--- config.mk ---
export PLATFORM = sky130hd
export DESIGN_NAME = rgb_fader
export DESIGN_NICKNAME = d
export VERILOG_FILES = /design/src/rtl/rgb_fader.sv
export SDC_FILE = /design/constraint.sdc
export NUM_CORES = 1
export LEC_CHECK = 0
export CAP_MARGIN = 20
export CORE_AREA = 2 2 51 53
export DETAILED_ROUTE_END_ITERATION = 6
export DIE_AREA = 0 0 53 55
export GPL_ROUTABILITY_DRIVEN = 0
export GPL_TIMING_DRIVEN = 0
export PLACE_DENSITY = 0.75
export SKIP_CTS_REPAIR_TIMING = 1
export SLEW_MARGIN = 20
export SYNTH_ARGS = -nofsm -noshare
export SYNTH_HDL_FRONTEND = slang
export SYNTH_SLANG_ARGS = --single-unit
--- constraint.sdc ---
create_clock -name i_clk -period 2.9 [get_ports i_clk]
set_clock_uncertainty 0.1 [all_clocks]
set_input_delay 0.29 -clock i_clk [delete_from_list [all_inputs] [get_ports i_clk]]
set_output_delay 0.29 -clock i_clk [all_outputs]
set_load 0.05 [all_outputs]
--- src/rtl/rgb_fader.sv ---
// rgb_fader: cycles a single RGB LED through red, green and blue, fading each
// colour up and then down in STEP increments. One fade step is taken on
// every rising edge of i_tick while i_en is high. The active colour is
// driven with a registered PWM; the other two outputs are held low.
//
// Optional feature macro: RGB_FADER_GAMMA_EN
//   defined   : duty = (level*level) >> PWM_BITS (perceptual fade)
//   undefined : duty = level (no multiplier)
module rgb_fader #(
  parameter int PWM_BITS = 8,
  parameter int STEP     = 8
) (
  input  logic       i_clk,
  input  logic       i_rst,
  input  logic       i_en,
  input  logic       i_tick,
  output logic       o_red,
  output logic       o_green,
  output logic       o_blue,
  output logic [1:0] o_phase
);

  localparam logic [PWM_BITS-1:0] MAX    = '1;
  localparam logic [PWM_BITS:0]   MAX_W  = {1'b0, MAX};
  localparam logic [PWM_BITS:0]   STEP_W = (PWM_BITS+1)'(STEP);

  typedef enum logic [1:0] {
    COL_RED   = 2'd0,
    COL_GREEN = 2'd1,
    COL_BLUE  = 2'd2
  } colour_t;

  typedef enum logic {
    DIR_UP   = 1'b0,
    DIR_DOWN = 1'b1
  } dir_t;

  logic                r_tick_q;
  colour_t             r_colour;
  colour_t             w_colour_next;
  dir_t                r_dir;
  dir_t                w_dir_next;
  logic [PWM_BITS-1:0] r_level;
  logic [PWM_BITS-1:0] w_level_next;
  logic [PWM_BITS-1:0] r_pwm_cnt;
  logic [PWM_BITS-1:0] w_duty;
  logic [PWM_BITS:0]   w_level_ext;
  logic [PWM_BITS:0]   w_sum;
  logic                w_edge;
  logic                w_pwm_on;
  logic [2:0]          r_leds;

  // Tick history: loaded every cycle, reset included, so a tick that is
  // already high when reset releases never looks like a fresh edge.
  always_ff @(posedge i_clk) begin
    r_tick_q <= i_tick;
  end

  assign w_edge      = i_tick & ~r_tick_q;
  assign w_level_ext = {1'b0, r_level};
  assign w_sum       = w_level_ext + STEP_W;

  // Fade state register: colour, direction and brightness level.
  always_ff @(posedge i_clk) begin
    if (i_rst) begin
      r_colour <= COL_RED;
      r_dir    <= DIR_UP;
      r_level  <= '0;
    end else begin
      r_colour <= w_colour_next;
      r_dir    <= w_dir_next;
      r_level  <= w_level_next;
    end
  end

  // Next-state: one step per accepted tick edge; saturate at MAX going up,
  // clamp at 0 going down and then hand over to the next colour.
  always_comb begin
    w_colour_next = r_colour;
    w_dir_next    = r_dir;
    w_level_next  = r_level;
    if (w_edge && i_en) begin
      if (r_dir == DIR_UP) begin
        if (w_sum >= MAX_W) begin
          w_level_next = MAX;
          w_dir_next   = DIR_DOWN;
        end else begin
          w_level_next = w_sum[PWM_BITS-1:0];
        end
      end else begin
        if (w_level_ext <= STEP_W) begin
          w_level_next = '0;
          w_dir_next   = DIR_UP;
          case (r_colour)
            COL_RED:   w_colour_next = COL_GREEN;
            COL_GREEN: w_colour_next = COL_BLUE;
            default:   w_colour_next = COL_RED;
          endcase
        end else begin
          w_level_next = r_level - STEP_W[PWM_BITS-1:0];
        end
      end
    end
  end

  // Free-running PWM counter; keeps counting even while disabled.
  always_ff @(posedge i_clk) begin
    if (i_rst) begin
      r_pwm_cnt <= '0;
    end else begin
      r_pwm_cnt <= r_pwm_cnt + PWM_BITS'(1);
    end
  end

`ifdef RGB_FADER_GAMMA_EN
  logic [2*PWM_BITS-1:0] w_level_sq;
  assign w_level_sq = {{PWM_BITS{1'b0}}, r_level} * {{PWM_BITS{1'b0}}, r_level};
  assign w_duty     = w_level_sq[2*PWM_BITS-1:PWM_BITS];
`else
  assign w_duty = r_level;
`endif

  // Duty MAX gives MAX high cycles per period, duty 0 gives none.
  assign w_pwm_on = (r_pwm_cnt < w_duty);

  // One registered drive per colour; only the active colour can be high.
  generate
    for (genvar gi = 0; gi < 3; gi++) begin : g_led
      always_ff @(posedge i_clk) begin
        if (i_rst || !i_en) begin
          r_leds[gi] <= 1'b0;
        end else begin
          r_leds[gi] <= w_pwm_on && (r_colour == colour_t'(gi));
        end
      end
    end
  endgenerate

  assign o_red   = r_leds[0];
  assign o_green = r_leds[1];
  assign o_blue  = r_leds[2];
  assign o_phase = r_colour;

endmodule

==> metrics.txt <==
status=finished, final reports clean; most common cell after layout, fill and taps aside=dfxtp_1; Crit. End Element=flip-flop; GR Layer Usage met3=3.49%; RSZ-0062 raised after global routing=false; diode count=0; Routed WL per cell=12.5 µm; Hold Path Class=input pin to flip-flop; grt ovf=0; minimum clock period=2370 ps; NumNets Final=167; Synth Cell Area=1230 µm²; die height=55 µm; Synth Instances=140; met1 GRT Util=22.2%; first drt pass iteration count=4; initial antenna violation count=0; Initial Util=51.9%; core area=2360 µm²; worst vdd ir=0.261 mV; Worst-Margin Slew=525 ps; Final Hold Fails=0; cts bufs inserted=3; gr usage total=18.4%; CTS tree=built; maxcap violations=0; DRT antenna net count=0; Synth cell types=41; Max Slew Vio Count=0; Crit Path Max Fanout=9; IO Port Bufs=7; most frequent cells in the layout=dfxtp_1 (21), nor2_1 (14), ha_1 (11); post-synthesis sequential area ratio=34.3%; largest net degree at the start of global routing=13; period utilisation layout=81.8%; Fin Setup TNS=0 ps; syn nets=155; Clk pin slew, worst setup/hold paths=130 ps; Die X=53 µm; Core Util, Final=57.6%; routed wire length=2260 µm; timing-limited maximum frequency=422 MHz; htree depth=1; Yosys reg bits=21; met2 Use GR=31.9%; global route hottest layer=met2; area leader, netlist=dfxtp_1; Detailed Route Iter0 Violations=12; Mean Syn Cell Area=8.76 µm²; Root Driver=clkbuf_4; DRC Markers=0; via density per instance=5.77; area share of the leading cell type in the synthesized netlist=34.3%; clock sink count=21; CP required=3000 ps; Cell Rows=18; CP startpoint kind=flip-flop; Clock Latency Late Sink=310 ps; leak pwr=0.526 nW; Area growth, synth to finish=11.0%; Detail Placement HPWL=1770 µm; power per standard cell area=380 nW/µm²; final setup violation count=0; max_slew headroom=64.5%; Arr. time, crit path=2480 ps; crit path kind=flip-flop to flip-flop; IO Count=9; top cells by area, synth=dfxtp_1 (34%), ha_1 (11%), nor2_1 (4.3%); asr flop ratio synth=0%; Placed Instance Area=1330 µm²; layout cells sized above 1=7.28%; via count of the routed design=1,044; CTS max path bufs=2; first-pass GRT wire length=3970 µm; die area=2920 µm²; vias in the first global route=938; number of synthesized flops with an enable pin=0; Ys Warns=0; dominant synthesized flop cell=dfxtp_1; post-route cell area=1360 µm²
## where the power goes
part	leakage, nW	internal (mW)	switching (mW)
combinational	0.337	0.0300	0.0384
sequential	0.171	0.296	0.00699
clock	0.0177	0.0515	0.0941
total	0.526	0.378	0.140
## cell usage after synthesis (2+ instances only)
cell	number
a211oi_1	4
a21oi_1	4
a31oi_1	3
and3_1	3
and4b_1	2
clkbuf_1	4
dfxtp_1	21
ha_1	11
inv_1	7
nand2_1	8
nand3_1	6
nor2_1	14
nor2b_1	4
nor3_1	5
nor4_1	2
nor4b_1	3
o21ai_0	5
o41ai_1	4
xnor2_1	5
xor2_1	4
## per-layer routing
layer	share of wire (%)	vias up
met4	1.8	0
li1	-	531
met3	3.0	6
met2	47	20
met5	0	-
met1	48	487
## cell type report
cell class	count	area (µm²)
well taps	30	37.5
inverters	7	26.3
plain buffers	7	35.0
clock inverters	1	5.00
repair buffers	7	70.1
flip-flops and latches	21	420
clock buffers	3	22.5
multi-input cells	105	744
fillers	223	1000
## sequential cells by signal (all words and copies together), names as in the netlist
| name | cells |
|---|---|
| o_red | 1 |
| o_phase | 2 |
| r_tick_q | 1 |
| o_blue | 1 |
| r_dir | 1 |
| r_level | 6 |
| r_pwm_cnt | 8 |
| o_green | 1 |
## stage by stage
stage                     hold WS (ps)  instances  power [mW]  setup WS, ps
after floorplan                    218        140       0.361           901
after global placement             341        177       0.377           599
after detailed placement           343        177       0.378           529
after CTS                          244        181       0.521           527
after global routing               307        181       0.545           335
final                              260        181       0.517           529
## worst paths after layout
check	depth (start not counted)	start	slack, ps	to
worst max-delay path	8	r_level[3]	530	r_level[5]
worst min-delay path	2	i_rst	260	r_pwm_cnt[1]
worst max register to register	8	r_level[3]	530	r_level[5]
worst min register to register	1	r_pwm_cnt[0]	370	r_pwm_cnt[0]
## kinds of logic (layout without fill, tap and decap cells)
group | after synthesis | in the layout | share of synthesized area, %
buf+inv | 14 | 25 | 5.00
xor+xnor | 9 | 9 | 6.43
simple gates | 55 | 55 | 24.8
flops | 21 | 21 | 34.3
compound gates | 29 | 29 | 17.5
mux | 1 | 1 | 0.816
fa+ha+maj | 11 | 11 | 11.2
## worst max-delay path, stage by stage, from the launching register on
cell	delay [ps]
dfxtp_1	350
buf_2	210
inv_1	120
ha_1	330
nor2b_1	160
o21ai_0	110
o41ai_1	330
a41oi_1	170
o41ai_1	380
Note: power is estimated with default switching activity, not from simulation.
